--- src/rtl/video_timing_pkg.sv ---
// video_timing_pkg: raster segment type and default 640x480@60 timing constants
package video_timing_pkg;
  typedef enum logic [1:0] {SEG_ACTIVE, SEG_FRONT, SEG_SYNC, SEG_BACK} seg_t;
  localparam int DEF_H_ACTIVE = 640;
  localparam int DEF_H_FRONT  = 16;
  localparam int DEF_H_SYNC   = 96;
  localparam int DEF_H_BACK   = 48;
  localparam int DEF_V_ACTIVE = 480;
  localparam int DEF_V_FRONT  = 10;
  localparam int DEF_V_SYNC   = 2;
  localparam int DEF_V_BACK   = 33;
  localparam int DEF_X_WIDTH  = 10;
  localparam int DEF_Y_WIDTH  = 10;
endpackage

--- src/rtl/video_timing_gen_axis.sv ---
// timing_axis_counter: one raster axis position counter tracking its ACTIVE/FRONT/SYNC/BACK segment
module timing_axis_counter
  import video_timing_pkg::*;
#(
  parameter int ACT   = DEF_H_ACTIVE,
  parameter int FP    = DEF_H_FRONT,
  parameter int SW    = DEF_H_SYNC,
  parameter int BP    = DEF_H_BACK,
  parameter int WIDTH = DEF_X_WIDTH
) (
  input  logic             clk,
  input  logic             reset,
  input  logic             step,
  output logic [WIDTH-1:0] count,
  output seg_t             seg,
  output logic             wrap
);
  localparam int TOTAL = ACT + FP + SW + BP;
  localparam logic [WIDTH-1:0] ACT_END   = WIDTH'(ACT - 1);
  localparam logic [WIDTH-1:0] FRONT_END = WIDTH'(ACT + FP - 1);
  localparam logic [WIDTH-1:0] SYNC_END  = WIDTH'(ACT + FP + SW - 1);
  localparam logic [WIDTH-1:0] LAST      = WIDTH'(TOTAL - 1);
  if (FP == 0 || SW == 0 || BP == 0 || TOTAL > (1 << WIDTH)) begin : g_bad_cfg
    $fatal(1, "timing_axis_counter: zero porch/sync width or WIDTH cannot hold TOTAL-1");
  end
  logic [WIDTH-1:0] count_d, count_q;
  seg_t             seg_d, seg_q;
  logic             seg_end;
  // Advance position on step; move to the next segment when the current one hits its last count
  always_comb begin
    seg_end = (seg_q == SEG_ACTIVE) ? (count_q == ACT_END) :
              (seg_q == SEG_FRONT)  ? (count_q == FRONT_END) :
              (seg_q == SEG_SYNC)   ? (count_q == SYNC_END) : (count_q == LAST);
    count_d = !step ? count_q : (count_q == LAST) ? '0 : count_q + WIDTH'(1);
    seg_d   = (step && seg_end) ? seg_t'(seg_q + 2'd1) : seg_q;
  end
  // Position and segment state
  always_ff @(posedge clk) begin
    if (reset) begin
      count_q <= '0;
      seg_q   <= SEG_ACTIVE;
    end else begin
      count_q <= count_d;
      seg_q   <= seg_d;
    end
  end
  assign count = count_q;
  assign seg   = seg_q;
  assign wrap  = (count_q == LAST);
endmodule

--- src/rtl/video_timing_gen.sv ---
// video_timing_gen: registered raster timing (sync/active/x/y/pulses); VIDEO_TIMING_FRAME_COUNT_EN adds frame_count
module video_timing_gen
  import video_timing_pkg::*;
#(
  parameter int H_ACTIVE   = DEF_H_ACTIVE,
  parameter int H_FRONT    = DEF_H_FRONT,
  parameter int H_SYNC     = DEF_H_SYNC,
  parameter int H_BACK     = DEF_H_BACK,
  parameter int V_ACTIVE   = DEF_V_ACTIVE,
  parameter int V_FRONT    = DEF_V_FRONT,
  parameter int V_SYNC     = DEF_V_SYNC,
  parameter int V_BACK     = DEF_V_BACK,
  parameter bit H_SYNC_POL = 1'b0,
  parameter bit V_SYNC_POL = 1'b0,
  parameter int X_WIDTH    = DEF_X_WIDTH,
  parameter int Y_WIDTH    = DEF_Y_WIDTH
) (
  input  logic               clk,
  input  logic               reset,
  input  logic               en,
  output logic               hsync,
  output logic               vsync,
  output logic               active,
  output logic [X_WIDTH-1:0] x,
  output logic [Y_WIDTH-1:0] y,
  output logic               line_start,
  output logic               frame_start
`ifdef VIDEO_TIMING_FRAME_COUNT_EN
  ,
  output logic [15:0]        frame_count
`endif
);
  logic [X_WIDTH-1:0] h_count, x_d, x_q;
  logic [Y_WIDTH-1:0] v_count, y_d, y_q;
  seg_t               h_seg, v_seg;
  logic               h_wrap, v_wrap;
  logic               hsync_d, hsync_q, vsync_d, vsync_q, active_d, active_q;
  logic               line_start_d, line_start_q, frame_start_d, frame_start_q;
  logic               origin_d, origin_q;
  timing_axis_counter #(.ACT(H_ACTIVE), .FP(H_FRONT), .SW(H_SYNC), .BP(H_BACK), .WIDTH(X_WIDTH)) u_h (
    .clk(clk), .reset(reset), .step(en), .count(h_count), .seg(h_seg), .wrap(h_wrap)
  );
  timing_axis_counter #(.ACT(V_ACTIVE), .FP(V_FRONT), .SW(V_SYNC), .BP(V_BACK), .WIDTH(Y_WIDTH)) u_v (
    .clk(clk), .reset(reset), .step(en && h_wrap), .count(v_count), .seg(v_seg), .wrap(v_wrap)
  );
  // Decode the current position into the next presented outputs; origin_q flags (0,0) without wide compares
  always_comb begin
    x_d           = en ? h_count : x_q;
    y_d           = en ? v_count : y_q;
    hsync_d       = en ? ((h_seg == SEG_SYNC) ? H_SYNC_POL : ~H_SYNC_POL) : hsync_q;
    vsync_d       = en ? ((v_seg == SEG_SYNC) ? V_SYNC_POL : ~V_SYNC_POL) : vsync_q;
    active_d      = en ? (h_seg == SEG_ACTIVE && v_seg == SEG_ACTIVE) : active_q;
    origin_d      = en ? (h_wrap && v_wrap) : origin_q;
    line_start_d  = en && (h_count == '0);
    frame_start_d = en && origin_q;
  end
  // Output registers
  always_ff @(posedge clk) begin
    if (reset) begin
      x_q           <= '0;
      y_q           <= '0;
      hsync_q       <= ~H_SYNC_POL;
      vsync_q       <= ~V_SYNC_POL;
      active_q      <= 1'b0;
      origin_q      <= 1'b1;
      line_start_q  <= 1'b0;
      frame_start_q <= 1'b0;
    end else begin
      x_q           <= x_d;
      y_q           <= y_d;
      hsync_q       <= hsync_d;
      vsync_q       <= vsync_d;
      active_q      <= active_d;
      origin_q      <= origin_d;
      line_start_q  <= line_start_d;
      frame_start_q <= frame_start_d;
    end
  end
  assign x           = x_q;
  assign y           = y_q;
  assign hsync       = hsync_q;
  assign vsync       = vsync_q;
  assign active      = active_q;
  assign line_start  = line_start_q;
  assign frame_start = frame_start_q;
`ifdef VIDEO_TIMING_FRAME_COUNT_EN
  logic [15:0] frame_count_d, frame_count_q;
  // Count frames on the edge that presents frame_start
  always_comb frame_count_d = frame_start_d ? frame_count_q + 16'd1 : frame_count_q;
  // Frame counter register
  always_ff @(posedge clk) frame_count_q <= reset ? 16'd0 : frame_count_d;
  assign frame_count = frame_count_q;
`endif
endmodule

--- config.mk ---
export PLATFORM = sky130hd
export DESIGN_NAME = video_timing_gen
export DESIGN_NICKNAME = d
export VERILOG_FILES = /design/src/rtl/video_timing_pkg.sv /design/src/rtl/video_timing_gen_axis.sv /design/src/rtl/video_timing_gen.sv
export SDC_FILE = /design/constraint.sdc
export NUM_CORES = 1
export LEC_CHECK = 0
export ABC_AREA = 1
export CAP_MARGIN = 15
export CORE_UTILIZATION = 40
export DETAILED_ROUTE_END_ITERATION = 16
export GPL_TIMING_DRIVEN = 0
export PLACE_DENSITY = 0.64
export SYNTH_ARGS = -nofsm -noshare
export SYNTH_HDL_FRONTEND = slang
export SYNTH_SLANG_ARGS = --single-unit
--- constraint.sdc ---
create_clock -name clk -period 2.2 [get_ports clk]
set_input_delay 0.55 -clock clk [delete_from_list [all_inputs] [get_ports clk]]
set_output_delay 0.55 -clock clk [all_outputs]
set_load 0.05 [all_outputs]
==> results.json <==
{
  "worstReg2RegEnd": "u_v.count[9]",
  "finalPower_mw": 1.71,
  "placeableCoreArea_sq_um": 5920,
  "detailedRoute.firstPassIterationCount": 4,
  "power.leakage_nw": 1.09,
  "worst_hold_slack_ns": 0.447,
  "multiInputGateArea_sq_um": 1230,
  "critical_path.top_delay_family": "buffers and inverters",
  "clock_transition_at_the_register_clock_pins_on_the_worst_setup_and_hold_paths_after_cts_ns": 0.09,
  "drive_gt1_share_pct": 5.96,
  "path_buf_inv": 1,
  "grt_overflow_total": 0,
  "detail_route.iter0.violations": 113,
  "floorplan.rows": 28,
  "run_status": "finished clean",
  "cts.sink_count": 50,
  "fin_cells": 444,
  "max_slew.worst_pin.slew_ns": 0.573,
  "critPathArrivalTime_ns": 1.48,
  "place.detailed.instances": 437,
  "pins_over_slew_limit": 0,
  "synthAdderAreaFrac_pct": 5.64,
  "syn-instance-count": 337,
  "rsz_0062_raised_after_global_routing": "false",
  "fp.dieArea_sq_um": 6420,
  "path_max_fanout": 2,
  "via_per_inst": 5.00,
  "clock_insertion_delay_worst_skew_ns": 0.30,
  "dp_slack_ns": 0.468,
  "place.port_buffers": 25,
  "synth-compound-area-share_pct": 14.0,
  "crit_share_post_route_pct": 92.3,
  "kind_of_end_point_of_the_critical_path": "output port",
  "synth.yosys.warnings": 0,
  "fin_ws_ns": 0.170,
  "post_synth_mux_area_share_pct": 0,
  "io-pin-count": 28,
  "yosys_register_bits": 50,
  "hold_buffers": 0,
  "wire_per_inst_um": 13.0,
  "post_synth_num_cell_types": 32,
  "worstPathCellList": "clkdlybuf4s50_1",
  "h-tree-depth": 2,
  "hold_violations": 0,
  "syn_nets": 351,
  "stages_on_worst_setup_path": 1,
  "remaining_drc_errors": 0,
  "ir_worst_vdd_mv": 0.354,
  "synthesis.area_per_instance_sq_um": 7.25,
  "crit_slowest_cell": "clkdlybuf4s50_1",
  "grt_pass1_wl_um": 9980,
  "synth_area_leaders": "dfxtp_1, nand2_1, a21oi_1",
  "worst_path_largest_cell_delay_ns": 0.81,
  "crit-reg2reg-launch": "u_h.count[1]",
  "part_of_the_yosys_area_used_for_sequential_elements_pct": 41.0,
  "clock_tree.root_cell": "clkbuf_8",
  "r2r_cell_count": 7,
  "total_number_of_nets_in_the_final_design": 383,
  "detailedPlacementHpwl_um": 4410,
  "ctsLongestPathBuffers": 2,
  "routed_wl_um": 5790,
  "antenna_found_initial": 0,
  "final.setup_skew_ns": 0.00658,
  "worst_setup_path_type": "reg -> out",
  "netlist.top_cell.by_area": "dfxtp_1",
  "area.sequential_sq_um": 1000,
  "fill_cells": 595,
  "place.gp.congestion": 0.864,
  "drv_cap": 0,
  "period_needed_ns": 2.03,
  "critical_path.startpoint_type": "flop",
  "crit_end": "y[2]",
  "syn-cell-area_sq_um": 2440,
  "required_time_of_the_worst_setup_path_ns": 1.65,
  "finished_layout_cell_area_sq_um": 2870,
  "final_setup_violating_endpoints": 0,
  "regToRegSetupSlack_ns": 0.44,
  "power_density_over_cell_area_nw_per_um2": 597,
  "worstHoldPathType": "reg -> reg",
  "cts.repair.resized": 0,
  "cts_buffers": 5,
  "layout.core_utilization_pct": 48.4,
  "detail-route-antenna-nets": 0,
  "combinational_family_with_the_most_area_after_synthesis": "simple AND/OR/NAND/NOR gates",
  "largest_net_degree_at_the_start_of_global_routing": 15,
  "tritoncts": "done",
  "vias": 2221,
  "chipWidth_um": 80.1,
  "fmaxAchievable_mhz": 493,
  "setup.worst_path.start": "y[2]",
  "setup_tns_after_final_layout_ns": 0,
  "track_usage_pct": 20.0,
  "postCtsSetupBuffers": 0,
  "detailed_place.area_sq_um": 2790,
  "die_h_um": 80.1,
  "timing.slew.headroom_pct": 61.8,
  "diodes": 0,
  "yosys.area.top_type_share_pct": 41.0,
  "via_count_of_the_first_global_routing_pass": 2139,
  "synthesized_area_fraction_occupied_by_xor_and_xnor_cells_pct": 2.15,
  "synth-simple-area-share_pct": 28.8,
  "initial_core_utilization_pct": 41.3,
  "area.growth.synth_to_final_pct": 17.4
}
registers in the layout (all words and copies together), names as in the netlist, 2 cells and up:
register   count
u_h.count     10
u_h.seg        2
u_v.count     10
u_v.seg        2
x             10
y             10
synthesized netlist by cell type:
master    count
o21ai_1       1
nor3_1       11
a21oi_1      35
o211ai_1      1
buf_2         1
nor2_2        1
nand2_1      64
nor2_4        3
o21ai_2       1
clkinv_1      2
nor3_2        2
nand4_1       8
or2_2         1
a31oi_1       2
ha_1         11
o21bai_1      1
clkbuf_1      8
inv_1        39
nand3b_1      1
a22oi_1       1
nand3_2       1
xnor2_1       1
nor2_1       41
nand3_1      16
inv_2         1
a211oi_1      1
nand4_4       1
dfxtp_1      50
xor2_1        5
o21ai_0      22
nand2_2       3
clkbuf_8      1
layer usage:
metal,up-vias,global-route usage (%),share of wire [%]
li1,1159,-,-
met1,1018,24.8,47
met2,37,35.1,49
met3,7,3.41,2.8
met4,0,6.07,1.3
met5,-,0,0
worst min path at each step:
stage / slack (ns) / cells past startpoint / startpoint / end
floorplan: 0.41 / 2 / origin_q / frame_start
global placement: 0.43 / 2 / origin_q / frame_start
detailed placement: 0.43 / 2 / origin_q / frame_start
CTS: 0.45 / 2 / origin_q / frame_start
global route: 0.50 / 2 / origin_q / frame_start
finish: 0.45 / 2 / origin_q / frame_start
cells in the final DEF (no fill, tap or decap):
cell,instances
a31oi_1,2
nand4_4,1
clkinvlp_4,1
a211oi_1,1
nor3_2,2
nor2_4,3
nand3_1,16
nand3_2,1
dfxtp_1,50
clkbuf_1,9
xnor2_1,1
o21ai_0,22
ha_1,11
nor2_2,1
clkbuf_8,6
nor2_1,41
xor2_1,5
or2_2,1
nand2_2,3
clkinv_1,2
nand4_1,8
buf_2,1
a21oi_1,35
o21ai_2,1
clkdlybuf4s50_1,25
inv_1,39
nand3b_1,1
nor3_1,11
o211ai_1,1
nand2_1,64
o21ai_1,1
a22oi_1,1
inv_2,1
o21bai_1,1
cell families after synthesis:
| family | after synthesis |
|---|---|
| AO/OA/AOI/OAI | 65 |
| XOR/XNOR | 6 |
| adder cells (fa/ha/maj) | 11 |
| buffers and inverters | 52 |
| flip-flops | 50 |
| AND/OR/NAND/NOR | 153 |
power breakdown:
part / switching, mW / internal [mW]
logic: 0.163 / 0.0739
clock network: 0.306 / 0.219
registers: 0.0154 / 0.935
total: 0.484 / 1.23
area by class of cell:
cell class                      instances  area share [%]
Sequential cell                        50            34.9
Timing Repair Buffer                   25            8.73
Clock inverter                          1           0.262
Buffer                                 10            1.70
Inverter                               42            5.50
Tap cell                               75            3.27
Clock buffer                            6            2.53
Multi-Input combinational cell        235            43.1
No activity file was read; power rests on OpenSTA's default activity.
